[src/rtl/mem_arbiter_pkg.sv]
// Shared types for the fetch/data unified-memory arbiter.
// Imported by the arbiter top level and its round-robin picker.
package mem_arb_pkg;

  typedef enum logic [1:0] {
    ARB_IDLE,
    ARB_FETCH,
    ARB_DATA
  } arb_state_t;

  typedef enum logic {
    PORT_FETCH,
    PORT_DATA
  } port_t;

endpackage

[src/rtl/mem_arbiter_if.sv]
// Pipeline-side fetch/data ports and memory-side bus of the arbiter.
// slave is the arbiter's view; master is the pipeline plus memory environment.
interface mem_arbiter_if #(
  parameter int ADDR_W = 32,
  parameter int DATA_W = 32
);

  logic              if_req;
  logic [ADDR_W-1:0] if_addr;
  logic              if_kill;
  logic [DATA_W-1:0] if_rdata;
  logic              if_ready;

  logic              d_req;
  logic              d_we;
  logic [ADDR_W-1:0] d_addr;
  logic [DATA_W-1:0] d_wdata;
  logic [DATA_W-1:0] d_rdata;
  logic              d_ready;

  logic              mem_req;
  logic              mem_we;
  logic [ADDR_W-1:0] mem_addr;
  logic [DATA_W-1:0] mem_wdata;
  logic [DATA_W-1:0] mem_rdata;
  logic              mem_ack;

  modport slave (
    input  if_req, if_addr, if_kill, d_req, d_we, d_addr, d_wdata, mem_rdata, mem_ack,
    output if_rdata, if_ready, d_rdata, d_ready, mem_req, mem_we, mem_addr, mem_wdata
  );

  modport master (
    output if_req, if_addr, if_kill, d_req, d_we, d_addr, d_wdata, mem_rdata, mem_ack,
    input  if_rdata, if_ready, d_rdata, d_ready, mem_req, mem_we, mem_addr, mem_wdata
  );

endinterface

[src/rtl/mem_arbiter_rr_arb2.sv]
// Two-request round-robin picker: data wins a tie unless it won the previous grant.
module rr_arb2
  import mem_arb_pkg::*;
(
  input  logic  req_f,
  input  logic  req_d,
  input  port_t last_grant,
  output logic  gnt_f,
  output logic  gnt_d
);

  assign gnt_d = req_d & (~req_f | (last_grant != PORT_DATA));
  assign gnt_f = req_f & (~req_d | (last_grant == PORT_DATA));

endmodule

[src/rtl/mem_arbiter.sv]
// Shares one variable-latency memory between instruction fetch and data access,
// one transaction at a time, with registered one-cycle ready pulses.
module mem_arbiter
  import mem_arb_pkg::*;
(
  input  logic clk,
  input  logic reset,
  mem_arbiter_if.slave bus
);

  arb_state_t state;
  arb_state_t stateNext;
  port_t      lastGrant;
  logic       killed;
  logic       fetchElig;
  logic       dataElig;
  logic       gntF;
  logic       gntD;

  // A port whose ready pulse is high right now has just been served.
  assign fetchElig = bus.if_req & ~bus.if_kill & ~bus.if_ready;
  assign dataElig  = bus.d_req & ~bus.d_ready;

  rr_arb2 picker (
    .req_f      (fetchElig),
    .req_d      (dataElig),
    .last_grant (lastGrant),
    .gnt_f      (gntF),
    .gnt_d      (gntD)
  );

  always_ff @(posedge clk or posedge reset) begin
    if (reset) state <= ARB_IDLE;
    else       state <= stateNext;
  end

  always_comb begin
    stateNext = state;
    case (state)
      ARB_IDLE: begin
        if (gntD)      stateNext = ARB_DATA;
        else if (gntF) stateNext = ARB_FETCH;
      end
      ARB_FETCH, ARB_DATA: begin
        if (bus.mem_ack) stateNext = ARB_IDLE;
      end
      default: stateNext = ARB_IDLE;
    endcase
  end

  // Derived from state so an asynchronous reset drops the request at once.
  assign bus.mem_req = (state != ARB_IDLE);

  always_ff @(posedge clk or posedge reset) begin
    if (reset) begin
      bus.mem_we    <= 1'b0;
      bus.mem_addr  <= '0;
      bus.mem_wdata <= '0;
      bus.if_ready  <= 1'b0;
      bus.d_ready   <= 1'b0;
      bus.if_rdata  <= '0;
      bus.d_rdata   <= '0;
      lastGrant     <= PORT_FETCH;
      killed        <= 1'b0;
    end else begin
      bus.if_ready <= 1'b0;
      bus.d_ready  <= 1'b0;
      case (state)
        ARB_IDLE: begin
          if (gntD) begin
            bus.mem_addr  <= bus.d_addr;
            bus.mem_we    <= bus.d_we;
            bus.mem_wdata <= bus.d_wdata;
            lastGrant     <= PORT_DATA;
          end else if (gntF) begin
            bus.mem_addr <= bus.if_addr;
            bus.mem_we   <= 1'b0;
            lastGrant    <= PORT_FETCH;
          end
        end
        // A kill seen on the ack edge still squashes the completing fetch.
        ARB_FETCH: begin
          if (bus.mem_ack) begin
            killed <= 1'b0;
            if (!(killed | bus.if_kill)) begin
              bus.if_rdata <= bus.mem_rdata;
              bus.if_ready <= 1'b1;
            end
          end else if (bus.if_kill) begin
            killed <= 1'b1;
          end
        end
        ARB_DATA: begin
          if (bus.mem_ack) begin
            bus.d_ready <= 1'b1;
            if (!bus.mem_we) bus.d_rdata <= bus.mem_rdata;
          end
        end
        default: ;
      endcase
    end
  end

endmodule

[src/flat_wrapper.sv]
// flat-port wrapper written by rule: the top's interface ports become plain ports
module mem_arbiter_flat import mem_arb_pkg::*;
  (clk, reset, bus_if_req, bus_if_addr, bus_if_kill, bus_d_req, bus_d_we, bus_d_addr, bus_d_wdata, bus_mem_rdata, bus_mem_ack, bus_if_rdata, bus_if_ready, bus_d_rdata, bus_d_ready, bus_mem_req, bus_mem_we, bus_mem_addr, bus_mem_wdata);
  mem_arbiter_if #(.ADDR_W(32), .DATA_W(32)) bus_i ();
  input  logic clk;
  input  logic reset;
  input wire logic [$bits(bus_i.if_req)-1:0] bus_if_req;
  input wire logic [$bits(bus_i.if_addr)-1:0] bus_if_addr;
  input wire logic [$bits(bus_i.if_kill)-1:0] bus_if_kill;
  input wire logic [$bits(bus_i.d_req)-1:0] bus_d_req;
  input wire logic [$bits(bus_i.d_we)-1:0] bus_d_we;
  input wire logic [$bits(bus_i.d_addr)-1:0] bus_d_addr;
  input wire logic [$bits(bus_i.d_wdata)-1:0] bus_d_wdata;
  input wire logic [$bits(bus_i.mem_rdata)-1:0] bus_mem_rdata;
  input wire logic [$bits(bus_i.mem_ack)-1:0] bus_mem_ack;
  output wire logic [$bits(bus_i.if_rdata)-1:0] bus_if_rdata;
  output wire logic [$bits(bus_i.if_ready)-1:0] bus_if_ready;
  output wire logic [$bits(bus_i.d_rdata)-1:0] bus_d_rdata;
  output wire logic [$bits(bus_i.d_ready)-1:0] bus_d_ready;
  output wire logic [$bits(bus_i.mem_req)-1:0] bus_mem_req;
  output wire logic [$bits(bus_i.mem_we)-1:0] bus_mem_we;
  output wire logic [$bits(bus_i.mem_addr)-1:0] bus_mem_addr;
  output wire logic [$bits(bus_i.mem_wdata)-1:0] bus_mem_wdata;
  assign bus_i.if_req = bus_if_req;
  assign bus_i.if_addr = bus_if_addr;
  assign bus_i.if_kill = bus_if_kill;
  assign bus_i.d_req = bus_d_req;
  assign bus_i.d_we = bus_d_we;
  assign bus_i.d_addr = bus_d_addr;
  assign bus_i.d_wdata = bus_d_wdata;
  assign bus_i.mem_rdata = bus_mem_rdata;
  assign bus_i.mem_ack = bus_mem_ack;
  assign bus_if_rdata = bus_i.if_rdata;
  assign bus_if_ready = bus_i.if_ready;
  assign bus_d_rdata = bus_i.d_rdata;
  assign bus_d_ready = bus_i.d_ready;
  assign bus_mem_req = bus_i.mem_req;
  assign bus_mem_we = bus_i.mem_we;
  assign bus_mem_addr = bus_i.mem_addr;
  assign bus_mem_wdata = bus_i.mem_wdata;
  mem_arbiter u_core (.clk(clk), .reset(reset), .bus(bus_i));
endmodule
[config.mk]
export PLATFORM = sky130hd
export DESIGN_NAME = mem_arbiter_flat
export DESIGN_NICKNAME = d
export VERILOG_FILES = /design/src/rtl/mem_arbiter_pkg.sv /design/src/rtl/mem_arbiter_if.sv /design/src/rtl/mem_arbiter_rr_arb2.sv /design/src/rtl/mem_arbiter.sv /design/src/flat_wrapper.sv
export SDC_FILE = /design/constraint.sdc
export NUM_CORES = 1
export LEC_CHECK = 0
export CAP_MARGIN = 25
export CORE_AREA = 2 2 105 107
export CTS_CLUSTER_SIZE = 14
export DETAILED_ROUTE_END_ITERATION = 8
export DIE_AREA = 0 0 107 109
export DONT_BUFFER_PORTS = 1
export GPL_ROUTABILITY_DRIVEN = 0
export HOLD_SLACK_MARGIN = 0.12
export PLACE_DENSITY = 0.75
export SLEW_MARGIN = 15
export SYNTH_ARGS = -nofsm -noshare
export SYNTH_HDL_FRONTEND = slang
export SYNTH_HIERARCHICAL = 1
export SYNTH_SLANG_ARGS = --single-unit
[constraint.sdc]
create_clock -name clk -period 5.7 [get_ports clk]
set_clock_uncertainty 0.05 [all_clocks]
set_input_delay 0.57 -clock clk [delete_from_list [all_inputs] [get_ports clk]]
set_output_delay 0.57 -clock clk [all_outputs]
set_load 0.05 [all_outputs]
# Yosys cells after proc, flatten, opt, wreduce, memory -nomap -nowiden
# Index checks and enable logic that the tools add are counted.
# op_classes
eq_ne	4
mux	16
bitwise	16
n_reduce_logical	11
# op_table
cell	count
32-bit two-way mux	2
1-bit two-way mux	10
1-bit inverter	8
2-bit AND reduction	4
2-bit two-way mux	3
3-bit AND reduction	2
2-bit nonzero test	3
1-bit bitwise AND	5
2-bit case mux with 2 select lines	1
3-bit by 1-bit inequality test with 1-bit output (second input constant)	1
1-bit bitwise OR	3
2-bit by 1-bit == test with 1-bit output (second input constant)	1
2-bit == test (second input constant)	1
2-bit zero test	1
2-bit inequality test (second input constant)	1
2-bit OR reduction	1
# totals
ff_bits	135
inputBits	135
out_inout_bits	132
word_cells	57

# Depth between registers and ports, before layout
# depth
depth_word	8
ltp_mapped	8
mapped_depth_nobuf	5

# Hierarchy
# Netlist, hierarchy kept.
# by_module_without_submodules
module	instances	cells_each	area_each_um2
mem_arbiter	1	378	5422.7
rr_arb2	1	3	18.8

# Worst setup path before layout
# Ideal clock, no wire load.
# synth_timing
path_type	register to register
startpoint	reg u_core.bus.if_ready
endpoint	reg u_core.bus.mem_wdata[10]
setup_ns	0.125
t_arrival_ns	1.724
required_ns	5.525
slack_ns	3.801
stages_incl_launch_ff	7
path_buffers	2
period_less_slack_ns	1.899
cell_sequence	dfrtp_1 -> nor3b_1 -> a21boi_1 -> buf_4 -> nand2_2 -> buf_2 -> mux2_2
# synth_between
elab_chain_cells	6
# synth_lines
item	line	text
start, declared	mem_arbiter_if.sv:30	output if_rdata, if_ready, d_rdata, d_ready, mem_req, mem_we, mem_addr, mem_wdata
start signal, assigned	mem_arbiter.sv:59	bus.if_ready <= 1'b0;
start signal, assigned	mem_arbiter.sv:66	bus.if_ready <= 1'b0;
start signal, assigned	mem_arbiter.sv:87	bus.if_ready <= 1'b1;
1-bit inverter	mem_arbiter.sv:21	assign fetchElig = bus.if_req & ~bus.if_kill & ~bus.if_ready;
1-bit bitwise AND	mem_arbiter.sv:21	
named net u_core.fetchElig	mem_arbiter.sv:15	logic fetchElig;
1-bit inverter	mem_arbiter_rr_arb2.sv:12	assign gnt_d = req_d & (~req_f | (last_grant != PORT_DATA));
1-bit bitwise OR	mem_arbiter_rr_arb2.sv:12	
1-bit bitwise AND	mem_arbiter_rr_arb2.sv:12	
named net u_core.gntD	mem_arbiter.sv:18	logic gntD;
2-bit AND reduction (no source line)	--	
end signal, assigned	mem_arbiter.sv:73	bus.mem_wdata <= bus.d_wdata;
end, declared	mem_arbiter_if.sv:30	
# The timed path passes the listed nets, and every way through them passes these cells.
# A chain may end at the register's enable or synchronous reset.

# Final worst setup path
# layout_timing
startpoint	reg u_core.bus.d_ready
endpoint	reg u_core.state[1]
# layout_between
elab_cells_between_ends	10
# layout_rtl
item	line	text
start, declared	mem_arbiter_if.sv:30	
start signal, assigned	mem_arbiter.sv:60	bus.d_ready <= 1'b0;
start signal, assigned	mem_arbiter.sv:67	bus.d_ready <= 1'b0;
start signal, assigned	mem_arbiter.sv:95	bus.d_ready <= 1'b1;
1-bit inverter (*)	mem_arbiter.sv:22	assign dataElig = bus.d_req & ~bus.d_ready;
1-bit bitwise AND (*)	mem_arbiter.sv:22	
named net u_core.dataElig	mem_arbiter.sv:16	logic dataElig;
1-bit bitwise AND (*)	mem_arbiter_rr_arb2.sv:12	
named net u_core.gntD	mem_arbiter.sv:18	
2-bit two-way mux or 3-bit by 1-bit inequality test with 1-bit output (tied branches)	--	
2-bit case mux with 2 select lines or 2-bit AND reduction (tied branches)	--	
end signal, assigned	mem_arbiter.sv:34	else state <= stateNext;
end, declared	mem_arbiter.sv:11	arb_state_t state;
# Mark *: on every way through the listed nets, which the timed path passes. The rest lies on a longest branch.

==> summary.md <==
| Metric | Value |
|---|---|
| Clk sinks | 135 |
| Initial core utilization | 0.513 |
| # H-tree levels | 4 |
| XOR/XNOR Fraction of Synth Area | 0 |
| HP Class | in2reg |
| Maxcap violations | 0 |
| CTS buffer count | 17 |
| Startpoint Class | register |
| Worst Path Max Fanout | 37 |
| Grt ovf | 0 |
| Fill cell count | 832 |
| Yosys cell types | 24 |
| Post-synthesis sequential area ratio | 0.621 |
| Final Util | 0.578 |
| Slowest cell delay on critical path | 0.60 ns |
| CP required | 6.05 ns |
| Fin worst setup slack | 2.85 ns |
| Core area | 0.0106 sq mm |
| Buffers on Ports | 0 |
| Detailed Route Iter0 Violations | 127 |
| Worst-Margin Slew | 0.933 ns |
| Pin count of the biggest net entering global routing | 77 |
| Post-Syn Area per Cell | 14.3 sq um |
| Setup crit end kind | register |
| CTS tree | done |
| 1st-pass router iterations | 4 |
| Final period utilization | 0.500 |
| Initial antenna violation count | 0 |
| Setup violations, final | 0 |
| Clock transition at path regs | 0.06 ns |
| Inst Count DP | 505 |
| Mux cell area share after synthesis | 0.260 |
| Max-slew violations | 0 |
| Largest family of logic cells by synthesized area | multiplexers |
| Syn Std Cell Area | 0.00544 sq mm |
| Ratio of cells with drive above 1 in the final layout | 0.344 |
| Most frequent cells in the layout | dfrtp_1, mux2_2, nand2_1 |
| Clock buffer depth | 2 |
| Fin. Hold Viols | 0 |
| Via count | 2,952 |
| Commonest non-fill, non-tap cell in the layout | dfrtp_1 |
| Compound-Gate Fraction of Synth Area | 0.0382 |
| Post-route insts no fill | 538 |
| I/O pin total | 267 |
| Clk Latency, worst-skew pair | 0.50 ns |
| RSZ-0062 raised after global routing | false |
| Row cnt | 38 |
| Simple-Gate Fraction of Synth Area | 0.0389 |
| Remaining DRCs | 0 |
| Antenna Violating Nets Remaining | 0 |
| Synthesis-to-finish area growth | 12.6% |
| Slew margin rel. | 0.378 |
| Post-route minimum period | 2.85 ns |
| Top Family by Delay on Critical Path | simple AND/OR/NAND/NOR gates |
| Largest area contributor in the netlist | dfrtp_1 |
| CP cell instances | nor2b_1 -> a21boi_4 -> buf_4 -> nand2_2 -> mux2_2 -> o31ai_1 |
| Synth Net Count | 520 |
| WP buf/inv | 1 |
| Yosys reg bits | 135 |
| Die X-Extent | 107 um |
| Worst Path Arrival | 3.20 ns |
| DRT Wirelength | 11,100 um |
| Slowest CP cell | nand2_2 |
| # Post-CTS Setup Buffers | 0 |
| Root Buffer Master | clkbuf_8 |
| Setup_tns | 0 ns |
| First-pass GRT wire length | 16,300 um |
| Yosys top cell area share | 0.621 |
| Vias in the first global route | 3,148 |
| Die Ht | 109 um |
| Post-DR vias/cell | 5.49 |
| Dpl ws | 2.78 ns |
| Setup CP Type | reg2reg |
| Post-synthesis adder-cell area fraction | 0.00920 |
| WL/cell | 20.5 um |
| YS warnings | 6 |
| PostCTS Resize Cnt | 0 |
| Cells after Synth | 381 |
| Status | finished, final reports clean |
| CTS hold repair buffers | 2 |
| Final nets | 525 |
| Overall routing resource usage | 0.187 |
| Fmax | 351 MHz |
| DP HPWL | 8240 um |
| Ant diodes | 0 |
| Die ar. | 0.0117 sq mm |
| Area contributors post-synth | dfrtp_1, mux2_2, mux2i_1 |
-- synthesized netlist by cell type --
library cell and number:
dfrtp_1 135, mux2_2 95, nand2_1 38, mux2i_1 32, o21ai_0 30, buf_2 7
buf_6 7, buf_4 5, inv_1 5, a21oi_1 4, ha_1 4, nand2b_1 3
o21ai_1 3, a21boi_1 2, clkbuf_1 2, and2_4 1, mux2_1 1, mux2_4 1
nand2_2 1, nand3_1 1, nor2b_1 1, nor3_4 1, nor3b_1 1, o31ai_1 1
-- cell families after synthesis --
| kind of cell | count (synthesis) |
|---|---|
| simple gates | 47 |
| flops | 135 |
| buf+inv | 26 |
| fa+ha+maj | 4 |
| mux | 129 |
| compound gates | 40 |
-- metal layers --
layer,part of all wire,track usage,up-vias
met5,0,0,-
met4,0.0086,0.0640,0
met3,0.12,0.0998,9
met2,0.53,0.334,171
met1,0.34,0.187,1440
li1,-,-,1332
-- layout make-up --
| type | count | area (sq um) | area share |
|---|---|---|---|
| repair buffers | 7 | 70.1 | 0.0114 |
| flip-flops and latches | 135 | 3380 | 0.552 |
| inverters | 5 | 23.8 | 0.00388 |
| clock inverters | 11 | 124 | 0.0202 |
| multi-input cells | 220 | 1910 | 0.312 |
| well taps | 140 | 175 | 0.0286 |
| clock buffers | 20 | 445 | 0.0727 |
-- registers in the layout, summed over array words and instances (netlist names) --
signal	flops
u_core/bus.d_rdata	32
u_core/bus.if_rdata	32
u_core/bus.mem_addr	32
u_core/bus.mem_wdata	32
u_core/state	2
u_core/bus.d_ready	1
u_core/bus.if_ready	1
u_core/bus.mem_we	1
u_core/killed	1
u_core/lastGrant	1
-- stage by stage --
step | cell area (sq um) | hold slack [ns]
global route | 6120 | 0.123
finish | 6120 | 0.156
floorplan | 5440 | 0.416
detailed placement | 5540 | 0.469
CTS | 6120 | 0.134
global placement | 5520 | 0.459
-- path summary, 6_finish.rpt --
kind | endpoint | from | slack [ns] | cells past startpoint
worst max register to register | u_core/state[1] | u_core/bus.d_ready | 2.85 | 6
worst min-delay path | u_core/bus.mem_wdata[6] | bus_d_wdata[6] | 0.16 | 1
max in group asynchronous | u_core/bus.d_rdata[5] | reset | 3.68 | 3
worst min register to register | u_core/state[0] | u_core/state[0] | 0.51 | 2
min in group asynchronous | u_core/bus.mem_wdata[20] | reset | 0.55 | 2
worst max-delay path | u_core/state[1] | u_core/bus.d_ready | 2.85 | 6
Power is left out: the tool's default activity adds up to more than one toggle a clock period on the data nets, which glitch-free logic cannot reach.
